### config.mk
export PLATFORM = sky130hd
export DESIGN_NAME = pa_lsu_vb_ctrl_flat
export DESIGN_NICKNAME = d
export VERILOG_FILES = /design/src/rtl/pa_lsu_vb_ctrl_if.sv /design/src/rtl/pa_lsu_vb_ctrl.sv /design/src/flat_wrapper.sv
export SDC_FILE = /design/constraint.sdc
export NUM_CORES = 1
export LEC_CHECK = 0
export ABC_AREA = 1
export CAP_MARGIN = 20
export CORE_AREA = 2 2 39 41
export DETAILED_ROUTE_END_ITERATION = 10
export DIE_AREA = 0 0 41 43
export PLACE_DENSITY = 0.71
export RECOVER_POWER = 50
export REMOVE_ABC_BUFFERS = 1
export SLEW_MARGIN = 10
export SYNTH_ARGS = -nofsm -noshare
export SYNTH_HDL_FRONTEND = slang
export SYNTH_SLANG_ARGS = --single-unit
### constraint.sdc
create_clock -name vb_clk -period 2 [get_ports vb_clk]
set_clock_uncertainty 0.15 [all_clocks]
set_input_delay 0.2 -clock vb_clk [delete_from_list [all_inputs] [get_ports vb_clk]]
set_output_delay 0.2 -clock vb_clk [all_outputs]
set_load 0.03 [all_outputs]
### src/rtl/pa_lsu_vb_ctrl_if.sv
// Victim-buffer control bundle: dcache create/fill, entry status, clear and BIU writeback handshakes.
// master = pa_lsu_vb_ctrl; slave = the dcache / VB entry / BIU side.
interface pa_lsu_vb_ctrl_if #(
  parameter int VB_NUM = 2,
  parameter int IDX_W  = 1
);
  logic              rtu_yy_xx_async_flush;
  logic              dc_vb_create_req;
  logic              vb_dc_create_gnt;
  logic [VB_NUM-1:0] vb_create_en_x;
  logic              dc_vb_data_vld;
  logic [1:0]        vb_create_data_cnt;
  logic [VB_NUM-1:0] vb_entry_vld_x;
  logic [VB_NUM-1:0] vb_entry_biu_req_x;
  logic              vb_clr_req;
  logic [VB_NUM-1:0] vb_clr_en_x;
  logic              vb_biu_req;
  logic [IDX_W-1:0]  vb_biu_idx;
  logic              biu_vb_grant;
  logic              biu_vb_cmplt;
  logic [VB_NUM-1:0] vb_wb_grant_x;
  logic [VB_NUM-1:0] vb_wb_cmplt_x;
  logic              vb_full;
  logic              vb_empty;

  modport master (
    input  rtu_yy_xx_async_flush, dc_vb_create_req, dc_vb_data_vld, vb_entry_vld_x,
           vb_entry_biu_req_x, vb_clr_req, biu_vb_grant, biu_vb_cmplt,
    output vb_dc_create_gnt, vb_create_en_x, vb_create_data_cnt, vb_clr_en_x,
           vb_biu_req, vb_biu_idx, vb_wb_grant_x, vb_wb_cmplt_x, vb_full, vb_empty
  );

  modport slave (
    output rtu_yy_xx_async_flush, dc_vb_create_req, dc_vb_data_vld, vb_entry_vld_x,
           vb_entry_biu_req_x, vb_clr_req, biu_vb_grant, biu_vb_cmplt,
    input  vb_dc_create_gnt, vb_create_en_x, vb_create_data_cnt, vb_clr_en_x,
           vb_biu_req, vb_biu_idx, vb_wb_grant_x, vb_wb_cmplt_x, vb_full, vb_empty
  );
endinterface

### src/rtl/pa_lsu_vb_ctrl.sv
// LSU victim-buffer control: entry allocation + 4-beat fill sequencing, BIU writeback arbitration, clear/status.
// Latency: create grant/allocate combinational; BIU request one cycle after an entry asks; pulses coincide with BIU grant/cmplt.
// Backpressure: dcache holds create while full or filling; PA_LSU_VB_RR_ARB_EN selects round-robin over fixed-priority writeback.
module pa_lsu_vb_ctrl #(
  parameter int VB_NUM = 2,
  parameter int IDX_W  = 1
) (
  input  logic                  vb_clk,
  input  logic                  cpurst_b,
  pa_lsu_vb_ctrl_if.master      vb_if
);

  typedef enum logic {F_IDLE, F_FILL} fill_st_t;
  typedef enum logic [1:0] {W_IDLE, W_REQ, W_WAIT} wb_st_t;

  fill_st_t          fill_st, fill_nxt;
  logic [1:0]        cnt, cnt_nxt;
  wb_st_t            wb_st, wb_nxt;
  logic [IDX_W-1:0]  wb_idx, wb_idx_nxt;
  logic [IDX_W-1:0]  arb_idx;
  logic [VB_NUM-1:0] free_oh;
  logic [VB_NUM-1:0] grant_x, cmplt_x;
  logic              create_gnt, biu_req, flush, full;

  assign flush = vb_if.rtu_yy_xx_async_flush;
  assign full  = &vb_if.vb_entry_vld_x;

  // Lowest-index free entry, one-hot.
  always_comb begin
    free_oh = '0;
    for (int i = VB_NUM - 1; i >= 0; i--) begin
      if (!vb_if.vb_entry_vld_x[i]) begin
        free_oh    = '0;
        free_oh[i] = 1'b1;
      end
    end
  end

`ifdef PA_LSU_VB_RR_ARB_EN
  logic [IDX_W-1:0] rr_ptr;
  logic [IDX_W:0]   rr_cand;

  // Walk from ptr+1 around the ring; the last hit in the downward loop is the nearest one.
  always_comb begin
    arb_idx = '0;
    rr_cand = '0;
    for (int k = VB_NUM; k >= 1; k--) begin
      rr_cand = {1'b0, rr_ptr} + (IDX_W+1)'(k);
      if (rr_cand >= (IDX_W+1)'(VB_NUM)) rr_cand = rr_cand - (IDX_W+1)'(VB_NUM);
      if (vb_if.vb_entry_biu_req_x[rr_cand[IDX_W-1:0]]) arb_idx = rr_cand[IDX_W-1:0];
    end
  end

  always_ff @(posedge vb_clk) begin
    if (!cpurst_b)     rr_ptr <= '0;
    else if (|grant_x) rr_ptr <= wb_idx;
  end
`else
  always_comb begin
    arb_idx = '0;
    for (int i = VB_NUM - 1; i >= 0; i--) begin
      if (vb_if.vb_entry_biu_req_x[i]) arb_idx = IDX_W'(i);
    end
  end
`endif

  always_comb begin
    fill_nxt   = fill_st;
    cnt_nxt    = cnt;
    create_gnt = 1'b0;
    case (fill_st)
      F_IDLE: begin
        create_gnt = vb_if.dc_vb_create_req & ~full & ~flush;
        if (create_gnt) begin
          fill_nxt = F_FILL;
          cnt_nxt  = 2'd0;
        end
      end
      F_FILL: begin
        if (vb_if.dc_vb_data_vld) begin
          cnt_nxt = cnt + 2'd1;
          if (cnt == 2'd3) fill_nxt = F_IDLE;
        end
      end
      default: fill_nxt = F_IDLE;
    endcase
    if (flush) begin
      fill_nxt = F_IDLE;
      cnt_nxt  = 2'd0;
    end
  end

  always_comb begin
    wb_nxt     = wb_st;
    wb_idx_nxt = wb_idx;
    biu_req    = 1'b0;
    grant_x    = '0;
    cmplt_x    = '0;
    case (wb_st)
      W_IDLE: begin
        if (|vb_if.vb_entry_biu_req_x) begin
          wb_nxt     = W_REQ;
          wb_idx_nxt = arb_idx;
        end
      end
      W_REQ: begin
        biu_req = 1'b1;
        // A cmplt arriving with the grant is illegal on the BIU and is dropped here.
        if (vb_if.biu_vb_grant) begin
          grant_x[wb_idx] = 1'b1;
          wb_nxt          = W_WAIT;
        end
      end
      W_WAIT: begin
        if (vb_if.biu_vb_cmplt) begin
          cmplt_x[wb_idx] = 1'b1;
          wb_nxt          = W_IDLE;
        end
      end
      default: wb_nxt = W_IDLE;
    endcase
    if (flush) begin
      wb_nxt     = W_IDLE;
      wb_idx_nxt = wb_idx;
      biu_req    = 1'b0;
      grant_x    = '0;
      cmplt_x    = '0;
    end
  end

  always_ff @(posedge vb_clk) begin
    if (!cpurst_b) begin
      fill_st <= F_IDLE;
      cnt     <= 2'd0;
      wb_st   <= W_IDLE;
      wb_idx  <= '0;
    end else begin
      fill_st <= fill_nxt;
      cnt     <= cnt_nxt;
      wb_st   <= wb_nxt;
      wb_idx  <= wb_idx_nxt;
    end
  end

  assign vb_if.vb_dc_create_gnt   = create_gnt;
  assign vb_if.vb_create_en_x     = create_gnt ? free_oh : '0;
  assign vb_if.vb_create_data_cnt = cnt;
  assign vb_if.vb_clr_en_x        = {VB_NUM{vb_if.vb_clr_req}};
  assign vb_if.vb_biu_req         = biu_req;
  assign vb_if.vb_biu_idx         = wb_idx;
  assign vb_if.vb_wb_grant_x      = grant_x;
  assign vb_if.vb_wb_cmplt_x      = cmplt_x;
  assign vb_if.vb_full            = full;
  assign vb_if.vb_empty           = ~|vb_if.vb_entry_vld_x;

endmodule
### src/flat_wrapper.sv
// flat-port wrapper written by rule: the top's interface ports become plain ports
module pa_lsu_vb_ctrl_flat 
#(
  parameter int VB_NUM = 2,
  parameter int IDX_W  = 1
)
  (vb_clk, cpurst_b, vb_if_rtu_yy_xx_async_flush, vb_if_dc_vb_create_req, vb_if_dc_vb_data_vld, vb_if_vb_entry_vld_x, vb_if_vb_entry_biu_req_x, vb_if_vb_clr_req, vb_if_biu_vb_grant, vb_if_biu_vb_cmplt, vb_if_vb_dc_create_gnt, vb_if_vb_create_en_x, vb_if_vb_create_data_cnt, vb_if_vb_clr_en_x, vb_if_vb_biu_req, vb_if_vb_biu_idx, vb_if_vb_wb_grant_x, vb_if_vb_wb_cmplt_x, vb_if_vb_full, vb_if_vb_empty);
  pa_lsu_vb_ctrl_if #(.VB_NUM(VB_NUM), .IDX_W(IDX_W)) vb_if_i ();
  input  logic vb_clk;
  input  logic cpurst_b;
  input wire logic [$bits(vb_if_i.rtu_yy_xx_async_flush)-1:0] vb_if_rtu_yy_xx_async_flush;
  input wire logic [$bits(vb_if_i.dc_vb_create_req)-1:0] vb_if_dc_vb_create_req;
  input wire logic [$bits(vb_if_i.dc_vb_data_vld)-1:0] vb_if_dc_vb_data_vld;
  input wire logic [$bits(vb_if_i.vb_entry_vld_x)-1:0] vb_if_vb_entry_vld_x;
  input wire logic [$bits(vb_if_i.vb_entry_biu_req_x)-1:0] vb_if_vb_entry_biu_req_x;
  input wire logic [$bits(vb_if_i.vb_clr_req)-1:0] vb_if_vb_clr_req;
  input wire logic [$bits(vb_if_i.biu_vb_grant)-1:0] vb_if_biu_vb_grant;
  input wire logic [$bits(vb_if_i.biu_vb_cmplt)-1:0] vb_if_biu_vb_cmplt;
  output wire logic [$bits(vb_if_i.vb_dc_create_gnt)-1:0] vb_if_vb_dc_create_gnt;
  output wire logic [$bits(vb_if_i.vb_create_en_x)-1:0] vb_if_vb_create_en_x;
  output wire logic [$bits(vb_if_i.vb_create_data_cnt)-1:0] vb_if_vb_create_data_cnt;
  output wire logic [$bits(vb_if_i.vb_clr_en_x)-1:0] vb_if_vb_clr_en_x;
  output wire logic [$bits(vb_if_i.vb_biu_req)-1:0] vb_if_vb_biu_req;
  output wire logic [$bits(vb_if_i.vb_biu_idx)-1:0] vb_if_vb_biu_idx;
  output wire logic [$bits(vb_if_i.vb_wb_grant_x)-1:0] vb_if_vb_wb_grant_x;
  output wire logic [$bits(vb_if_i.vb_wb_cmplt_x)-1:0] vb_if_vb_wb_cmplt_x;
  output wire logic [$bits(vb_if_i.vb_full)-1:0] vb_if_vb_full;
  output wire logic [$bits(vb_if_i.vb_empty)-1:0] vb_if_vb_empty;
  assign vb_if_i.rtu_yy_xx_async_flush = vb_if_rtu_yy_xx_async_flush;
  assign vb_if_i.dc_vb_create_req = vb_if_dc_vb_create_req;
  assign vb_if_i.dc_vb_data_vld = vb_if_dc_vb_data_vld;
  assign vb_if_i.vb_entry_vld_x = vb_if_vb_entry_vld_x;
  assign vb_if_i.vb_entry_biu_req_x = vb_if_vb_entry_biu_req_x;
  assign vb_if_i.vb_clr_req = vb_if_vb_clr_req;
  assign vb_if_i.biu_vb_grant = vb_if_biu_vb_grant;
  assign vb_if_i.biu_vb_cmplt = vb_if_biu_vb_cmplt;
  assign vb_if_vb_dc_create_gnt = vb_if_i.vb_dc_create_gnt;
  assign vb_if_vb_create_en_x = vb_if_i.vb_create_en_x;
  assign vb_if_vb_create_data_cnt = vb_if_i.vb_create_data_cnt;
  assign vb_if_vb_clr_en_x = vb_if_i.vb_clr_en_x;
  assign vb_if_vb_biu_req = vb_if_i.vb_biu_req;
  assign vb_if_vb_biu_idx = vb_if_i.vb_biu_idx;
  assign vb_if_vb_wb_grant_x = vb_if_i.vb_wb_grant_x;
  assign vb_if_vb_wb_cmplt_x = vb_if_i.vb_wb_cmplt_x;
  assign vb_if_vb_full = vb_if_i.vb_full;
  assign vb_if_vb_empty = vb_if_i.vb_empty;
  pa_lsu_vb_ctrl #(.VB_NUM(VB_NUM), .IDX_W(IDX_W)) u_core (.vb_clk(vb_clk), .cpurst_b(cpurst_b), .vb_if(vb_if_i));
endmodule
---- Word level (Yosys, flattened, before mapping) ----
Index checks and enable logic that the tools add are counted.
word-level totals
  output and inout port bits .............. 15
  ROM bits ................................ 0
  latch bits .............................. 0
  input port bits ......................... 12
  register bits ........................... 6
  memories kept ........................... 0
  RAM bits ................................ 0
  word-level logic and storage cells ...... 58
cells by class
  muxes and demuxes ....................... 27
  divide/modulo/power cells ............... 0
  add/subtract/negate cells ............... 1
  shift-type cells ........................ 0
  reductions and logical operators ........ 10
  multipliers ............................. 0
  magnitude comparators ................... 2
  bitwise gates (word level) .............. 6
  equal/unequal tests ..................... 8
operator list
  operator             number
  $mux 2               14
  $mux 1               9
  $ne 2x2->1 const B   3
  $pmux 2 s3           1
  $reduce_and 3->1     2
  $reduce_or 2->1      3
  $eq 2x2->1 const B   2
  $ne 2x1->1 const B   2
  $not 1->1            4
  $pmux 2 s2           1
  $reduce_and 2->1     2
  $add 2x1->2 const B  1
  $and 1x1->1          2
  $eq 2x1->1 const B   1
  $logic_not 2->1      1
  $lt 1x2->1 const B   1
  $pmux 1 s2           1
  $demux 1 s1          1
  $ge 1x1->1 const B   1
  $logic_and 1x1->1    1
  $logic_not 1->1      1

---- Longest topological paths before layout ----
Gate-level depths: netlist of the first run.
  word-level depth ........................ 7
  gate-level depth with buffers ........... 5
  depth with buffers taken out ............ 5

---- Worst setup path before layout of the first run ----
No wires, ideal clock.
  path type ............................... register -> output
  from .................................... register u_core.wb_idx, in the netlist u_core.vb_if.vb_biu_idx
  to ...................................... output vb_if_vb_wb_grant_x[1]
  arrival ................................. 1633 ps
  cell stages (with the launch flop) ...... 3
  data required time ...................... 1650 ps
  setup slack ............................. 17 ps
  buffers on the path ..................... 0
  cells stage by stage .................... dfxtp_1 > inv_1 > nor4_1
on the way
  longest elaborated chain between the ends .. 7
  elaborated cells between the ends (all ways) .. 8
  classes of those cells .................. order compare: 2; mux: 5; reduce/logical: 1
RTL lines
  what                                                                   RTL line               source
  start, declared                                                        pa_lsu_vb_ctrl.sv:19   logic [IDX_W-1:0] wb_idx, wb_idx_nxt;
  start signal, assigned                                                 pa_lsu_vb_ctrl.sv:141  wb_idx <= wb_idx_nxt;
  $lt 1x2->1 (not written as such) / $ge 1x1->1 (equally long branches)  pa_lsu_vb_ctrl.sv:110  grant_x[wb_idx] = 1'b1;
  $logic_and 1x1->1 (not written as such)                                pa_lsu_vb_ctrl.sv:110
  $mux 1 (not written as such)                                           pa_lsu_vb_ctrl.sv:110
  $demux 1 s1 *                                                          --
  $mux 2 *                                                               pa_lsu_vb_ctrl.sv:109  if (vb_if.biu_vb_grant) begin
  $mux 2 *                                                               pa_lsu_vb_ctrl.sv:99   case (wb_st)
  $mux 2 *                                                               pa_lsu_vb_ctrl.sv:122  if (flush) begin
  end, declared                                                          flat_wrapper.sv:25     output wire logic [$bits(vb_if_i.vb_wb_grant_x)-1:0] vb_if_vb_wb_grant_x;
Mark *: on every way between the ends. The rest lies on a longest branch, timed or not.

---- Worst setup path after layout of the first run ----
  from .................................... input vb_if_vb_entry_vld_x[0]
  to ...................................... output vb_if_vb_full
on the way
  longest elaborated chain between the ends .. 1
RTL lines
  what              RTL line              source
  start, declared   flat_wrapper.sv:14    input wire logic [$bits(vb_if_i.vb_entry_vld_x)-1:0] vb_if_vb_entry_vld_x;
  $reduce_and 2->1  pa_lsu_vb_ctrl.sv:26  assign full = &vb_if.vb_entry_vld_x;
  end, declared     flat_wrapper.sv:27    output wire logic [$bits(vb_if_i.vb_full)-1:0] vb_if_vb_full;
Every way passes these cells.

==> metrics, run 1 <==
TritonCTS clock tree built; crit path DAT 1520 ps; Synth Cell Area 372.9 µm²; PortBufs 23; VDD IR max 0.0003153 V; reg2reg setup slack 990 ps; vias in the first global route 384; yosys warns 0; Finish-stage setup viols 0; Hold Path Depth 0; clk root buf clkbuf_4; # Max-Cap Violations 0; I/O Pins 27; Final period util 0.9355; Via density 4.500; first-pass GRT wire length 1.373 mm; area share of the largest cell type after synthesis 0.3221; pin count of the biggest net entering global routing 7; GP Congestion 0.7387; final WL 900 µm; Overflow after GRT 0; routed len/inst 9.184 µm; detailed-route via count 441; max layer used met4; Die X 41 µm; Slew @ Worst Pin 367.7 ps; share of cells above drive strength 1 0.1585; Reg2Reg Capture Point u_core.vb_if.vb_create_data_cnt[0]; R2R depth 4; maximum fanout count along the critical path 4; area grow syn2layout 66.11%; Critical Path End Type primary output; Slowest cell on crit path clkdlybuf4s50_1; met3 WL 81 µm; Final Power 319.5 µW; Synth Flop Type dfxtp_1; placed insts 95; Num CTS Buffers 3; Worst-Skew Late Latency 240 ps; Antenna diodes 0; Placeable Area 1384 µm²; asr flop ratio synth 0; area of the multi-input gates 188.9 µm²; outcome complete, no violations; hold path endpoint vb_if_vb_clr_en_x[1]; number of remaining DRC errors 0; RSZ-0062 raised after global routing false; TritonCTS Sinks 6; met2 routed WL 432 µm; antenna violations before repair 0; PwrDens 515.9 nW/µm²; crit path cell chain clkdlybuf4s50_1, nand2_1, inv_1, clkdlybuf4s50_1; Filler Cells Inserted 138; Design Area, Final 619.3 µm²; CP Class in -> out; clk buf depth 2; max incr delay on CP 660 ps; sequential area share after synthesis 0.3221; H-Tree Depth 1; DRT Pass-1 Iters 2; worst reg2reg startpoint u_core.fill_st; Final min period 1871 ps; Post-CTS Setup Bufs 0; Cells after Synth 56; Mean Syn Cell Area 6.658 µm²; DIE HEIGHT 43 µm; hold wc startpoint vb_if_vb_clr_req; WL met1 375 µm; synth top area cells dfxtp_1 (32%), inv_1 (11%), nand2_1 (9.1%); Fin Setup TNS 0 ps; gr usage total 0.1147; static leakage 0.3038 nW; fin. max-slew vios 0; DP HPWL 739.2 µm; Setup crit start kind input port; Hold Fails Final Rpt 0; WP data required 1650 ps; register bit total from synthesis 6; sequential cell area 120.1 µm²; Crit path top cell by count clkdlybuf4s50_1; placed inst area 610.6 µm²; # rows 14; most frequent cells after synthesis inv_1 (11), nand2_1 (9), nor2_1 (8); Hold Path Class in -> out; unique cell type count in the Yosys netlist 16; Antenna Nets Post-Route 0; Fmax achieved 534.5 MHz; Layout Cells excl Fill 98; Initial Utilization 0.2694; final net count 97; Post-synth EDFFs 0; full die area 1763 µm²; cell taking the most area after synthesis dfxtp_1; most common cell in the netlist inv_1; DRT iter0 DRCs 3; max_slew headroom 0.7559
-- worst max-delay path, delay by kind of cell --
family,cells,cell delay [ps]
and+or+nand+nor,1,90
buffers and inverters,3,1230
-- report_power, final --
part	internal (mW)	total, mW	switching [mW]
Clock	0.0679	0.112	0.0436
Sequential	0.124	0.126	0.00267
Combinational	0.0388	0.0817	0.0428
Total	0.230	0.320	0.0891
-- metal layers --
layer	GRT usage	vias up
met1	0.1262	192
li1	-	233
met5	0	-
met4	0.06000	0
met3	0.05236	2
met2	0.1750	14
-- registers in the layout (all words and copies together), names as in the netlist --
| register | flops |
|---|---|
| u_core.vb_if.vb_create_data_cnt | 2 |
| u_core.wb_st | 2 |
| u_core.fill_st | 1 |
| u_core.vb_if.vb_biu_idx | 1 |
-- worst max-delay path by stage --
stage / startpoint / to / slack [ps] / cells after the start
floorplan: u_core.vb_if.vb_biu_idx / vb_if_vb_wb_grant_x[1] / 20 / 2
global placement: vb_if_biu_vb_cmplt / vb_if_vb_wb_cmplt_x[1] / 60 / 4
detailed placement: vb_if_biu_vb_cmplt / vb_if_vb_wb_cmplt_x[1] / 50 / 4
CTS: u_core.wb_st[0] / vb_if_vb_biu_req / 4 / 5
global route: vb_if_vb_entry_vld_x[0] / vb_if_vb_full / 80 / 4
finish: vb_if_vb_entry_vld_x[0] / vb_if_vb_full / 130 / 4
-- layout make-up --
| cell class | instances | share of cell area |
|---|---|---|
| inverter | 12 | 0.07273 |
| sequential | 6 | 0.1939 |
| timing repair buffer | 25 | 0.3596 |
| tap | 16 | 0.03232 |
| clock buffer | 3 | 0.03636 |
| multi-input combinational | 36 | 0.3051 |
-- timing repair --
item | 4_1_cts | 5_1_grt
gates resized for setup | 0 | 3
hold buffers | 0 | 0
endpoints found under the setup margin | 0 | 3
-- cells in the final DEF (no fill, tap or decap) --
cell type        instances
a21oi_1                  6
buf_4                    6
clkbuf_1                 2
clkbuf_4                 4
clkdlybuf4s50_1         14
dfxtp_1                  6
dlygate4sd3_1            1
dlymetal6s2s_1           1
ha_1                     1
inv_1                   11
inv_2                    1
nand2_1                  9
nand3_1                  3
nand3_2                  1
nand3_4                  1
nand3b_1                 1
nor2_1                   8
nor3_1                   2
nor4_1                   2
o21ai_0                  2
-- metrics by stage --
stage / hold slack, ps / worst slack [ps] / util
after global routing: 250.3 / 75.37 / 0.4476
final: 250.1 / 129.0 / 0.4476
after global placement: 250.3 / 62.89 / 0.4412
after CTS: 250.3 / 4.435 / 0.4575
after detailed placement: 250.3 / 48.51 / 0.4412
after floorplan: 173.0 / 16.57 / -
-- kinds of logic after synthesis --
group / share of synthesized area
DFF: 0.3222
and+or+nand+nor: 0.3658
buffers and inverters: 0.1611
AOI/OAI and AO/OA: 0.1174
adders and majority gates: 0.03355
Power figures use the tool's default switching activity.
==> run 2, diff against run 1 <==
--- a/config.mk
+++ b/config.mk
@@ -11,7 +11,7 @@
 export DETAILED_ROUTE_END_ITERATION = 10
 export DIE_AREA = 0 0 41 43
 export PLACE_DENSITY = 0.71
-export RECOVER_POWER = 50
+export RECOVER_POWER = 100
 export REMOVE_ABC_BUFFERS = 1
 export SLEW_MARGIN = 10
 export SYNTH_ARGS = -nofsm -noshare
==> metrics, run 2 (synthesis gave the netlist of run 1 again) <==
net switching power 88.93 µW (was 89.14 µW); H-Tree Depth 1 (unchanged); I/O Pins 27 (unchanged); # rows 14 (unchanged); Placeable Area 1384 µm² (unchanged); first-pass GRT wire length 1.373 mm (unchanged); outcome complete, no violations (unchanged); vias in the first global route 384 (unchanged); final WL 907 µm (was 900 µm); Die X 41 µm (unchanged); Filler Cells Inserted 144 (was 138); Finish-stage setup viols 0 (unchanged); Fin Setup TNS 0 ps (unchanged); Hold Fails Final Rpt 0 (unchanged); max_slew headroom 0.7558 (was 0.7559); PwrDens 529.9 nW/µm² (was 515.9 nW/µm²); Antenna Nets Post-Route 0 (unchanged); antenna violations before repair 0 (unchanged); clk root buf clkbuf_4 (unchanged); share of cells above drive strength 1 0.1341 (was 0.1585); # Max-Cap Violations 0 (unchanged); placed inst area 610.6 µm² (unchanged); Final Power 315.6 µW (was 319.5 µW); number of remaining DRC errors 0 (unchanged); maximum fanout count along the critical path 4 (unchanged); Initial Utilization 0.2694 (unchanged); Layout Cells excl Fill 98 (unchanged); fin. max-slew vios 0 (unchanged); Setup crit start kind input port (unchanged); TritonCTS Sinks 6 (unchanged); DIE HEIGHT 43 µm (unchanged); Flop pwr share 0.400 (was 0.395); clk buf depth 2 (unchanged); Slew @ Worst Pin 367.9 ps (was 367.7 ps); Combinational Power Share 0.247 (was 0.256); placed insts 95 (unchanged); Num CTS Buffers 3 (unchanged); Clk network pwr share 0.353 (was 0.349); Fmax achieved 534.6 MHz (was 534.5 MHz); CP Class in -> out (unchanged); WP data required 1650 ps (about the same); PortBufs 23 (unchanged); area grow syn2layout 59.73% (was 66.11%); Pint 226.7 µW (was 230.4 µW); Hold Path Class in -> out (unchanged); crit path DAT 1520 ps (about the same); DRT iter0 DRCs 3 (unchanged); commonest non-fill, non-tap cell in the layout inv_1 (was clkdlybuf4s50_1); Design Area, Final 595.6 µm² (was 619.3 µm²); Post-CTS Setup Bufs 0 (unchanged); DRT Pass-1 Iters 2 (unchanged); Antenna diodes 0 (unchanged); reg2reg setup slack 990 ps (about the same); final net count 97 (unchanged); TritonCTS clock tree built (unchanged); Sw Share 0.2818 (was 0.2790); Final min period 1871 ps (about the same); static leakage 0.2852 nW (was 0.3038 nW); routed len/inst 9.255 µm (was 9.184 µm); Worst-Skew Late Latency 240 ps (about the same); Critical Path End Type primary output (unchanged); gr usage total 0.1147 (unchanged); detailed-route via count 441 (unchanged); Util after Layout 0.4304 (was 0.4476); full die area 1763 µm² (unchanged); Overflow after GRT 0 (unchanged); DP HPWL 739.2 µm (unchanged); RSZ-0062 raised after global routing false (unchanged); Hold-fix buffers, CTS 0 (unchanged); most frequent cells in the layout inv_1 (11), clkdlybuf4s50_1 (10), nand2_1 (9) (was clkdlybuf4s50_1 (14), inv_1 (11), nand2_1 (9)); Final period util 0.9354 (was 0.9355); pin count of the biggest net entering global routing 7 (unchanged); VDD IR max 0.0003147 V (was 0.0003153 V); Via density 4.500 (unchanged); GP Congestion 0.7387 (unchanged)
## run 2: path summary, 6_finish.rpt
check,start,endpoint,depth (start not counted)
setup reg to reg,u_core.fill_st,u_core.vb_if.vb_create_data_cnt[0],4
hold reg to reg,u_core.fill_st,u_core.fill_st,2
hold / removal,vb_if_vb_clr_req,vb_if_vb_clr_en_x[1],0
setup / recovery,vb_if_vb_entry_vld_x[0],vb_if_vb_full,4
## run 2: power groups by stage
stage	clock network, mW	logic, mW	registers (mW)
floorplan	0	0.0368	0.131
global placement	0	0.0824	0.129
finish	0.111	0.0780	0.126
CTS	0.117	0.0837	0.126
global route	0.122	0.0852	0.127
detailed placement	0	0.0832	0.129
## run 2: what timing repair did
action,4_1_cts,5_1_grt
endpoints found under the setup margin,0,3
resized for setup,0,3
hold endpoints to repair,0,0
## run 2: through the flow
stage,setup slack (ps),hold slack (ps)
floorplan,16.57,173.0
global route,75.37,250.3
detailed placement,48.51,250.3
global placement,62.89,250.3
CTS,4.435,250.3
finish,129.3,250.1
## run 2: critical path, cell delays in order
cell             delay (ps)
clkdlybuf4s50_1         520
nand2_1                  90
inv_1                    50
clkdlybuf4s50_1         660
## run 2: area by class of cell
type                            count  area, µm²  share of cell area
Clock buffer                        3      22.52             0.03782
Timing Repair Buffer               25      198.9              0.3340
Sequential cell                     6      120.1              0.2017
Multi-Input combinational cell     36      188.9              0.3172
Inverter                           12      45.04             0.07563
Tap cell                           16      20.02             0.03361
## run 2: layer usage
layer | vias up | routed length, µm | GRT usage | part of all wire
li1 | 233 | - | - | -
met3 | 2 | 80 | 0.05236 | 0.088
met4 | 0 | 10 | 0.06000 | 0.011
met2 | 14 | 429 | 0.1750 | 0.47
met1 | 192 | 387 | 0.1262 | 0.43
met5 | - | 0 | 0 | 0
==> run 3, diff against run 2 <==
--- a/config.mk
+++ b/config.mk
@@ -11,8 +11,8 @@
 export DETAILED_ROUTE_END_ITERATION = 10
 export DIE_AREA = 0 0 41 43
 export PLACE_DENSITY = 0.71
-export RECOVER_POWER = 100
 export REMOVE_ABC_BUFFERS = 1
+export SKIP_LAST_GASP = 1
 export SLEW_MARGIN = 10
 export SYNTH_ARGS = -nofsm -noshare
 export SYNTH_HDL_FRONTEND = slang
==> metrics, run 3 (synthesis gave the netlist of run 1 again) <==
Overflow after GRT 0 (unchanged); vias in the first global route 384 (unchanged); Final Power 319.5 µW (was 315.6 µW); hold wc startpoint vb_if_vb_clr_req (unchanged); worst reg2reg startpoint u_core.vb_if.vb_create_data_cnt[0] (was u_core.fill_st); Worst-Skew Late Latency 240 ps (about the same); TritonCTS Sinks 6 (unchanged); delay-heaviest family, CP buffers and inverters (unchanged); final net count 97 (unchanged); clk root buf clkbuf_4 (unchanged); WP data required 1650 ps (about the same); Reg2Reg Capture Point u_core.vb_if.vb_create_data_cnt[1] (was u_core.vb_if.vb_create_data_cnt[0]); commonest non-fill, non-tap cell in the layout clkdlybuf4s50_1 (was inv_1); max_slew headroom 0.7888 (was 0.7558); Finish-stage setup viols 0 (unchanged); static leakage 0.3455 nW (was 0.2852 nW); # Max-Cap Violations 0 (unchanged); DIE HEIGHT 43 µm (unchanged); gr usage total 0.1147 (unchanged); # rows 14 (unchanged); Hold Fails Final Rpt 0 (unchanged); CP Class in -> out (unchanged); crit path cell chain clkdlybuf4s50_1, nand2_1, inv_1, clkdlybuf4s50_1 (unchanged); max incr delay on CP 660 ps (about the same); detailed-route via count 437 (was 441); RSZ-0062 raised after global routing false (unchanged); DRT Pass-1 Iters 4 (was 2); Antenna Nets Post-Route 0 (unchanged); VDD IR max 0.0003130 V (was 0.0003147 V); pin count of the biggest net entering global routing 7 (unchanged); crit path DAT 1520 ps (about the same); Via density 4.459 (was 4.500); DP HPWL 739.2 µm (unchanged); final WL 892 µm (was 907 µm); Num CTS Buffers 3 (unchanged); Crit path top cell by count clkdlybuf4s50_1 (unchanged); number of remaining DRC errors 0 (unchanged); Hold-fix buffers, CTS 0 (unchanged); full die area 1763 µm² (unchanged); routed len/inst 9.102 µm (was 9.255 µm); R2R depth 3 (was 4); Slew @ Worst Pin 316.3 ps (was 367.9 ps); Worst Path Buf+Inv 3 (unchanged); fin. max-slew vios 0 (unchanged); Hold Path Depth 0 (unchanged); Die X 41 µm (unchanged); H-Tree Depth 1 (unchanged); most frequent cells in the layout clkdlybuf4s50_1 (15), inv_1 (11), nand2_1 (9) (was inv_1 (11), clkdlybuf4s50_1 (10), nand2_1 (9)); Slowest cell on crit path clkdlybuf4s50_1 (unchanged); Final period util 0.9356 (was 0.9354); clk buf depth 2 (unchanged); Initial Utilization 0.2694 (unchanged); PwrDens 498.7 nW/µm² (was 529.9 nW/µm²); PortBufs 23 (unchanged); antenna violations before repair 0 (unchanged); outcome complete, no violations (unchanged); Hold Path Class in -> out (unchanged); reg2reg setup slack 980 ps (was 990 ps); Placeable Area 1384 µm² (unchanged); Fmax achieved 534.4 MHz (was 534.6 MHz); Fin Setup TNS 0 ps (unchanged); area grow syn2layout 71.81% (was 59.73%); GP Congestion 0.7387 (unchanged); hold path endpoint vb_if_vb_clr_en_x[1] (unchanged); Setup crit start kind input port (unchanged); Antenna diodes 0 (unchanged); maximum fanout count along the critical path 4 (unchanged); TritonCTS clock tree built (unchanged); first-pass GRT wire length 1.373 mm (unchanged); share of cells above drive strength 1 0.1707 (was 0.1341); Critical Path End Type primary output (unchanged); Gates resized, CTS repair 0 (unchanged); I/O Pins 27 (unchanged); Post-CTS Setup Bufs 0 (unchanged); Final min period 1871 ps (about the same); DRT iter0 DRCs 5 (was 3)
run 3: changes by cell type in the layout (fill, tap and decap cells not counted):
| cell | delta |
|---|---|
| buf_4 | +6 |
| clkbuf_1 | -5 |
| clkdlybuf4s50_1 | +5 |
| dlygate4sd3_1 | -5 |
| clkbuf_2 | -3 |
| dlymetal6s2s_1 | +3 |
| a21oi_1 | -1 |
| a21oi_2 | +1 |
| clkbuf_4 | -1 |
run 3: how the worst max path moves through the flow:
| stage | from | to | slack, ps | cells past startpoint |
|---|---|---|---|---|
| 6_report | vb_if_vb_entry_vld_x[0] | vb_if_vb_full | 130 | 4 |
| 5_1_grt | vb_if_vb_entry_vld_x[0] | vb_if_vb_full | 80 | 4 |
| 4_1_cts | u_core.wb_st[0] | vb_if_vb_biu_req | 4 | 5 |
| 3_5_place_dp | vb_if_biu_vb_cmplt | vb_if_vb_wb_cmplt_x[1] | 50 | 4 |
| 3_3_place_gp | vb_if_biu_vb_cmplt | vb_if_vb_wb_cmplt_x[1] | 60 | 4 |
| 2_1_floorplan | u_core.vb_if.vb_biu_idx | vb_if_vb_wb_grant_x[1] | 20 | 2 |
run 3: layer usage:
metal / GRT usage / vias up / part of all wire
met3: 0.05236 / 2 / 0.099
met5: 0 / - / 0
li1: - / 232 / -
met1: 0.1262 / 189 / 0.41
met2: 0.1750 / 14 / 0.48
met4: 0.06000 / 0 / 0.011
run 3: layout make-up:
cell class                 count  area (µm²)
multi-input combinational     36       192.7
timing repair buffer          25       240.2
inverter                      12       45.04
tap                           16       20.02
fill                         130       743.2
clock buffer                   3       22.52
sequential                     6       120.1
run 3: worst register-to-register path, stage by stage (launching register included):
cell and delay, ps:
dfxtp_1 330, ha_1 290, nand2_1 80, a21oi_2 50
run 3: where the power goes:
part	internal [mW]	switching [mW]
registers	0.124	0.00267
logic	0.0394	0.0430
clock network	0.0678	0.0428
run 3: through the flow:
step | util | hold slack, ps | area, µm² | std cells | worst slack [ps]
after detailed placement | 0.4412 | 250.3 | 610.6 | 95 | 48.51
after global placement | 0.4412 | 250.3 | 610.6 | 95 | 62.89
after CTS | 0.4575 | 250.3 | 633.1 | 98 | 4.435
after floorplan | - | 173.0 | 357.8 | 54 | 16.57
after global routing | 0.4629 | 250.3 | 640.6 | 98 | 75.37
final | 0.4629 | 250.1 | 640.6 | 98 | 128.9
